`config.mk`:
```
export PLATFORM = sky130hd
export DESIGN_NAME = pipelined_dot_product
export DESIGN_NICKNAME = d
export VERILOG_FILES = /design/src/rtl/dotp_pkg.sv /design/src/rtl/dotp_adder_tree.sv /design/src/rtl/pipelined_dot_product.sv
export SDC_FILE = /design/constraint.sdc
export NUM_CORES = 2
export LEC_CHECK = 0
export ABC_AREA = 1
export CORE_ASPECT_RATIO = 0.5
export CORE_UTILIZATION = 70
export CTS_CLUSTER_DIAMETER = 120
export CTS_CLUSTER_SIZE = 16
export DETAILED_ROUTE_END_ITERATION = 12
export PLACE_DENSITY = 0.92
export SETUP_SLACK_MARGIN = 0.1
export SYNTH_ARGS = -nofsm -noshare
export SYNTH_HDL_FRONTEND = slang
export SYNTH_HIERARCHICAL = 1
export SYNTH_SLANG_ARGS = --single-unit
export TNS_END_PERCENT = 1
```
`constraint.sdc`:
```
create_clock -name clk -period 12.89 [get_ports clk]
set_clock_uncertainty 0.05 [all_clocks]
set_input_delay 1.289 -clock clk [delete_from_list [all_inputs] [get_ports clk]]
set_output_delay 1.289 -clock clk [all_outputs]
set_load 0.05 [all_outputs]
```
`src/rtl/dotp_pkg.sv`:
```
// Shared constants and elaboration-time helpers for the pipelined dot-product unit.
package dotp_pkg;

  localparam int DOTP_LATENCY = 3;

  // Bit offset of lane `lane` inside a flattened LANES*WIDTH operand bus.
  function automatic int dotp_lane_lsb(input int lane, input int width);
    return lane * width;
  endfunction

  // Ceiling log2; LANES=1 yields depth 0 (no adder levels).
  function automatic int dotp_log2(input int value);
    int depth = 0;
    while ((1 << depth) < value) depth++;
    return depth;
  endfunction

endpackage

```
`src/rtl/dotp_adder_tree.sv`:
```
// Combinational pairwise modulo-2^WIDTH reduction of LANES terms to one sum.
module dotp_adder_tree
  import dotp_pkg::*;
#(
  parameter int WIDTH = 32,
  parameter int LANES = 2
) (
  input  logic [LANES*WIDTH-1:0] i_terms,
  output logic [WIDTH-1:0]       o_sum
);

  localparam int DEPTH = dotp_log2(LANES);

  if (LANES < 1 || LANES > 16 || LANES != (1 << DEPTH)) begin : g_bad_lanes
    $error("dotp_adder_tree: LANES must be a power of two between 1 and 16");
  end

  // Level l holds LANES>>l partial sums; level DEPTH is the single root.
  for (genvar l = 0; l <= DEPTH; l++) begin : g_lvl
    logic [WIDTH-1:0] w_sum [LANES >> l];
    if (l == 0) begin : g_leaf
      for (genvar i = 0; i < LANES; i++) begin : g_in
        assign w_sum[i] = i_terms[dotp_lane_lsb(i, WIDTH) +: WIDTH];
      end
    end else begin : g_add
      for (genvar i = 0; i < (LANES >> l); i++) begin : g_pair
        assign w_sum[i] = g_lvl[l-1].w_sum[2*i] + g_lvl[l-1].w_sum[2*i+1];
      end
    end
  end

  assign o_sum = g_lvl[DEPTH].w_sum[0];

endmodule

```
`src/rtl/pipelined_dot_product.sv`:
```
// Three-stage valid/ready multiply-accumulate pipeline: c = sum(a[i]*b[i]),
// optionally added to a running accumulator.
module pipelined_dot_product
  import dotp_pkg::*;
#(
  parameter int WIDTH = 32,
  parameter int LANES = 2
) (
  input  logic                   clk,
  input  logic                   reset,
  input  logic                   in_valid,
  output logic                   in_ready,
  input  logic [LANES*WIDTH-1:0] a,
  input  logic [LANES*WIDTH-1:0] b,
  input  logic                   acc_en,
  output logic                   out_valid,
  input  logic                   out_ready,
  output logic [WIDTH-1:0]       c
);

  localparam int S1 = 0;
  localparam int S2 = 1;
  localparam int S3 = 2;

  logic [DOTP_LATENCY-1:0] r_valid;
  logic [LANES*WIDTH-1:0]  r_s1_a;
  logic [LANES*WIDTH-1:0]  r_s1_b;
  logic                    r_s1_acc_en;
  logic [LANES*WIDTH-1:0]  r_s2_prod;
  logic                    r_s2_acc_en;
  logic [WIDTH-1:0]        r_c;
  logic [WIDTH-1:0]        r_acc;

  logic                    w_s3_load_ok;
  logic                    w_s2_moves;
  logic                    w_s2_load_ok;
  logic                    w_s1_moves;
  logic                    w_in_fire;
  logic [LANES*WIDTH-1:0]  w_prod;
  logic [WIDTH-1:0]        w_sum;
  logic [WIDTH-1:0]        w_result;

  // Ready ripples back from out_ready only; in_valid never reaches in_ready.
  assign w_s3_load_ok = !r_valid[S3] || out_ready;
  assign w_s2_moves   = r_valid[S2] && w_s3_load_ok;
  assign w_s2_load_ok = !r_valid[S2] || w_s2_moves;
  assign w_s1_moves   = r_valid[S1] && w_s2_load_ok;
  assign in_ready     = !r_valid[S1] || w_s1_moves;
  assign w_in_fire    = in_valid && in_ready;

  for (genvar i = 0; i < LANES; i++) begin : g_mul
    assign w_prod[dotp_lane_lsb(i, WIDTH) +: WIDTH] =
      r_s1_a[dotp_lane_lsb(i, WIDTH) +: WIDTH] * r_s1_b[dotp_lane_lsb(i, WIDTH) +: WIDTH];
  end

  dotp_adder_tree #(
    .WIDTH (WIDTH),
    .LANES (LANES)
  ) u_tree (
    .i_terms (r_s2_prod),
    .o_sum   (w_sum)
  );

  assign w_result = r_s2_acc_en ? (r_acc + w_sum) : w_sum;

  // NOTE: non-blocking assignments so each stage captures its neighbour's pre-edge value.
  always_ff @(posedge clk) begin
    if (reset) begin
      r_valid <= '0;
      r_c     <= '0;
      r_acc   <= '0;
    end else begin
      if (in_ready)     r_valid[S1] <= in_valid;
      if (w_s2_load_ok) r_valid[S2] <= r_valid[S1];
      if (w_s3_load_ok) r_valid[S3] <= r_valid[S2];
      if (w_s2_moves) begin
        r_c   <= w_result;
        r_acc <= w_result;
      end
    end
  end

  // NOTE: operand and product registers are qualified by their valid bits, so they carry no reset.
  always_ff @(posedge clk) begin
    if (w_in_fire) begin
      r_s1_a      <= a;
      r_s1_b      <= b;
      r_s1_acc_en <= acc_en;
    end
    if (w_s1_moves) begin
      r_s2_prod   <= w_prod;
      r_s2_acc_en <= r_s1_acc_en;
    end
  end

  assign out_valid = r_valid[S3];
  assign c         = r_c;

endmodule

```
[Word level (Yosys, flattened, before mapping)]
Cells that the tools add are included.
Storage, ports and cells
  bits in registers: 229
  word-level logic and storage cells: 23
  output and inout port bits: 34
Operators by class
  add/subtract/negate cells: 2
  reduce and logical (&&, ||, !) cells: 9
  multipliers: 2
  muxes and demuxes: 1
Operators with widths (number)
  32-bit adder: 2
  32-bit by 32-bit multiplier with 32-bit output: 2
  32-bit two-way mux: 1
  1-bit logical AND: 3
  1-bit zero test: 3
  1-bit logical OR: 3

[Depth between registers and ports, before layout]
  word-level depth: 7
  gate-level depth with buffers: 32

[Modules after synthesis]
Netlist, hierarchy kept.
By module, submodules not included
  pipelined_dot_product: times used 1, area each 42450.7 µm², cells an instance 5244, seq. area each 6526.3 µm²
  dotp_adder_tree: times used 1, area each 2384.8 µm², cells an instance 494, seq. area each 0.0 µm²

[Worst setup path before layout]
Ideal clock, no wire load.
  path kind: reg2reg
  from: register r_s1_b[34]
  to: register r_s2_prod[61], data pin
  period minus slack after synthesis: 6646 ps
  required time: 12578 ps
  slack: 6244 ps
  stages on the path, launching flop included: 23
  arrival: 6334 ps
  path through: edfxtp_1 clkbuf_1 buf_1 nand2_1 fa_1 fa_1 fa_1 fa_1 inv_1 fa_1 inv_1 fa_1 fa_1 fa_1 inv_1 ha_1 a21oi_1 o21ai_0 a21oi_1 nand3_1 a21oi_1 o21bai_1 xor2_1
On the way
  cells in the longest elaborated chain, start to end: 1
Ends and longest elaborated chain
  start, declared: RTL line pipelined_dot_product.sv:27  | logic [LANES*WIDTH-1:0] r_s1_b;
  start signal, assigned: RTL line pipelined_dot_product.sv:87  | r_s1_b <= b;
  32-bit by 32-bit multiplier with 32-bit output: RTL line pipelined_dot_product.sv:53  | r_s1_a[dotp_lane_lsb(i, WIDTH) +: WIDTH] * r_s1_b[dotp_lane_lsb(i, WIDTH) +: WIDTH];
  net w_prod[61]: RTL line pipelined_dot_product.sv:39  | logic [LANES*WIDTH-1:0] w_prod;
  end signal, assigned: RTL line pipelined_dot_product.sv:91  | r_s2_prod <= w_prod;
  end, declared: RTL line pipelined_dot_product.sv:29  | logic [LANES*WIDTH-1:0] r_s2_prod;
The timed path passes the listed nets, and every way through them passes these cells.
A chain may end at the register's enable or synchronous reset.

[Worst setup path in the final report]
  from: register r_s1_b[8]
  to: register r_s2_prod[29], data pin
The elaborated chain is that of the path after synthesis.

==> run metrics <==
synthesized area=44800 sq um; Wirelength per Cell=around 19 microns; crit path capture type=flop; Worst path slowest cell=edfxtp_1; clk sinks=approximately 230; Synth top cells by count=nand2_1, inv_1, fa_1; Chip Width=around 360 microns; DR iter-0 viols=between 3000 and 4000; I/O pins=167; Inserted Clock Buffers=18; vias in the first global route=around 40000; postcts setup bufs=0; leading area contributor after synthesis=fa_1; vias=37500; global-route wire length before repair=approximately 210000 microns; Final Cycle Share=between 50% and 60%; Startpoint Class=flop; minimum setup slack among reg-to-reg paths=about 5.2 ns; TritonCTS clock tree=yes; clk slew on worst S/H paths=about 0.090 ns; Synth Area in XOR/XNOR=approximately 2.2%; Tot GR Track Use=between 40% and 50%; Seq cells post-synth=229; DR vias/cell=between 5 and 6; Syn-to-layout area delta=5.94%; minimum clock period=a little under 8 ns; setup slack after layout=approximately 5.2 ns; endpoints failing setup=0; Max Cap Viol=0; total of cells resized after clock tree synthesis=0; total detailed-routing wirelength=roughly 130000 microns; RSZ-0062 raised after global routing=no; largest stage delay on the critical path=about 1.1 ns; worst rel slew slack=around 17%; dpl hpwl=between 100000 and 150000 microns; Util after Layout=approximately 75%; post-synth top area share=between 30 and 40%; Mapped Nets=~7000; latest clock arrival within the worst-skew pair=around 0.59 ns; Adder-Cell Fraction of Synth Area=between 40% and 50%; initial antenna violation count=3; Gate Count Post-Synth=roughly 5700; synth top area cells=fa_1, nand2_1, inv_1, edfxtp_1, ha_1; endpoints failing hold=0; Worst Tran Pin Value=1.25 ns; final setup TNS=0 ns; register area share after synthesis=between 10 and 15%; arrival time at the worst endpoint=7.95 ns; post-synthesis mux area share=0%; CP required=between 10 and 15 ns; Synth Area in Compound Gates=3.49%; GP Congestion=1.03; Post-synth EDFFs=approximately 190; clock tree buffer depth=3; asr flop ratio synth=0%; die height=about 180 microns; fmax=130 MHz; DP Worst Slack=approximately 5.5 ns; largest net degree at the start of global routing=77; Final nets=around 7000; H-tree levels=1; WS Path Type=reg -> reg; GRT overflow=0; syn avg cell area=between 7 and 8 sq um; Routed Antenna Nets=0; core area=about 63000 sq um; Slew Limit Fails=0; Synthesis Warnings=6; most numerous cell in the Yosys netlist=nand2_1; Root Buffer=clkbuf_16; share of post-route cells with drive strength above 1=between 2 and 2.5%; cell breakdown of the critical path=nand2_1, fa_1, fa_1, fa_1, fa_1, fa_1, inv_1, fa_1, fa_1, fa_1, ha_1, nand2_1, nor4_1, nand3_1, nand3_1, nand2_1, nand2_1, a21oi_1, xor2_1; HP Class=reg -> reg; Detailed Routing Iterations Pass 1=10; outcome=finished, final reports clean; # DRC=0; critical-path maximum fanout=25; Core Rows=65; largest family of logic cells by synthesized area=adder cells; Port Buffers=between 150 and 200; die area=approximately 65000 sq um; Starting Density=71.0%; post-synth cell types=52; number of buffers inserted by hold repair at cts=0; Post-synth top flop=edfxtp_1; most used cell along the critical path=fa_1; area share of and/or/nand/nor cells after synthesis=a little under a fifth
-- state kept, by name (all words and copies together) (netlist names) --
name / flops
r_s1_a: 64
r_s1_b: 64
r_s2_prod: 64
r_acc: 32
r_valid: 3
r_s1_acc_en: 1
r_s2_acc_en: 1
-- cell usage in the layout, fill, tap and decap left out, types with 36 or more instances in the layout --
cell type	count
a21oi_1	149
buf_4	46
clkdlybuf4s50_1	166
edfxtp_1	194
fa_1	818
ha_1	308
inv_1	1620
nand2_1	1750
nand3_1	150
nor2_1	161
o21ai_0	49
xnor2_1	36
xor2_1	76
-- worst max-delay path, delay by kind of cell, from the launching register on --
family | cells | cell delay, ns
xor+xnor | 1 | 0.17
flops | 1 | 1.14
fa+ha+maj | 9 | 4.58
compound gates | 1 | 0.09
simple gates | 7 | 1.32
buf+inv | 1 | 0.06
-- per-layer routing --
layer	vias to the layer above	track usage (%)	share of wire [%]
li1	16500	-	-
met1	18000	53.2	37
met2	2418	65.6	45
met3	559	10.6	13
met4	2	18.4	5.1
met5	-	0	0.010
-- path summary, 6_finish.rpt --
check                        start  depth (start not counted)                 endpoint
max            r_s1_b[8]$_DFFE_PP_                         19  r_s2_prod[29]$_DFFE_PP_
min          r_s1_acc_en$_DFFE_PP_                          0    r_s2_acc_en$_DFFE_PP_
max reg2reg    r_s1_b[8]$_DFFE_PP_                         19  r_s2_prod[29]$_DFFE_PP_
min reg2reg  r_s1_acc_en$_DFFE_PP_                          0    r_s2_acc_en$_DFFE_PP_
-- layout make-up --
type | instances | area (sq um)
multi-input combinational | 3655 | 31300
antenna | 2 | 5.00
clock inverter | 3 | 55.1
inverter | 1632 | 6130
clock buffer | 22 | 465
timing repair buffer | 212 | 2010
tap | 837 | 1050
fill | 4316 | 15700
sequential | 229 | 6530
-- per-stage QoR --
step           std cells  area, sq um  hold WS (ns)
6_report            6592        47500         0.400
5_1_grt             6591        47500         0.403
4_1_cts             6590        47500         0.401
3_5_place_dp        6565        47000         0.380
3_3_place_gp        6565        47000         0.355
2_1_floorplan       5738        44800         0.350
-- logic make-up after synthesis --
group,Yosys count
AOI/OAI and AO/OA,275
xor gates and xnor gates,113
adders and majority gates,1126
buffers and inverters,1854
DFF,229
and+or+nand+nor,2141
Power is not shown: default switching activity piles up to over one toggle a cycle in this logic, so the estimate is an artifact.
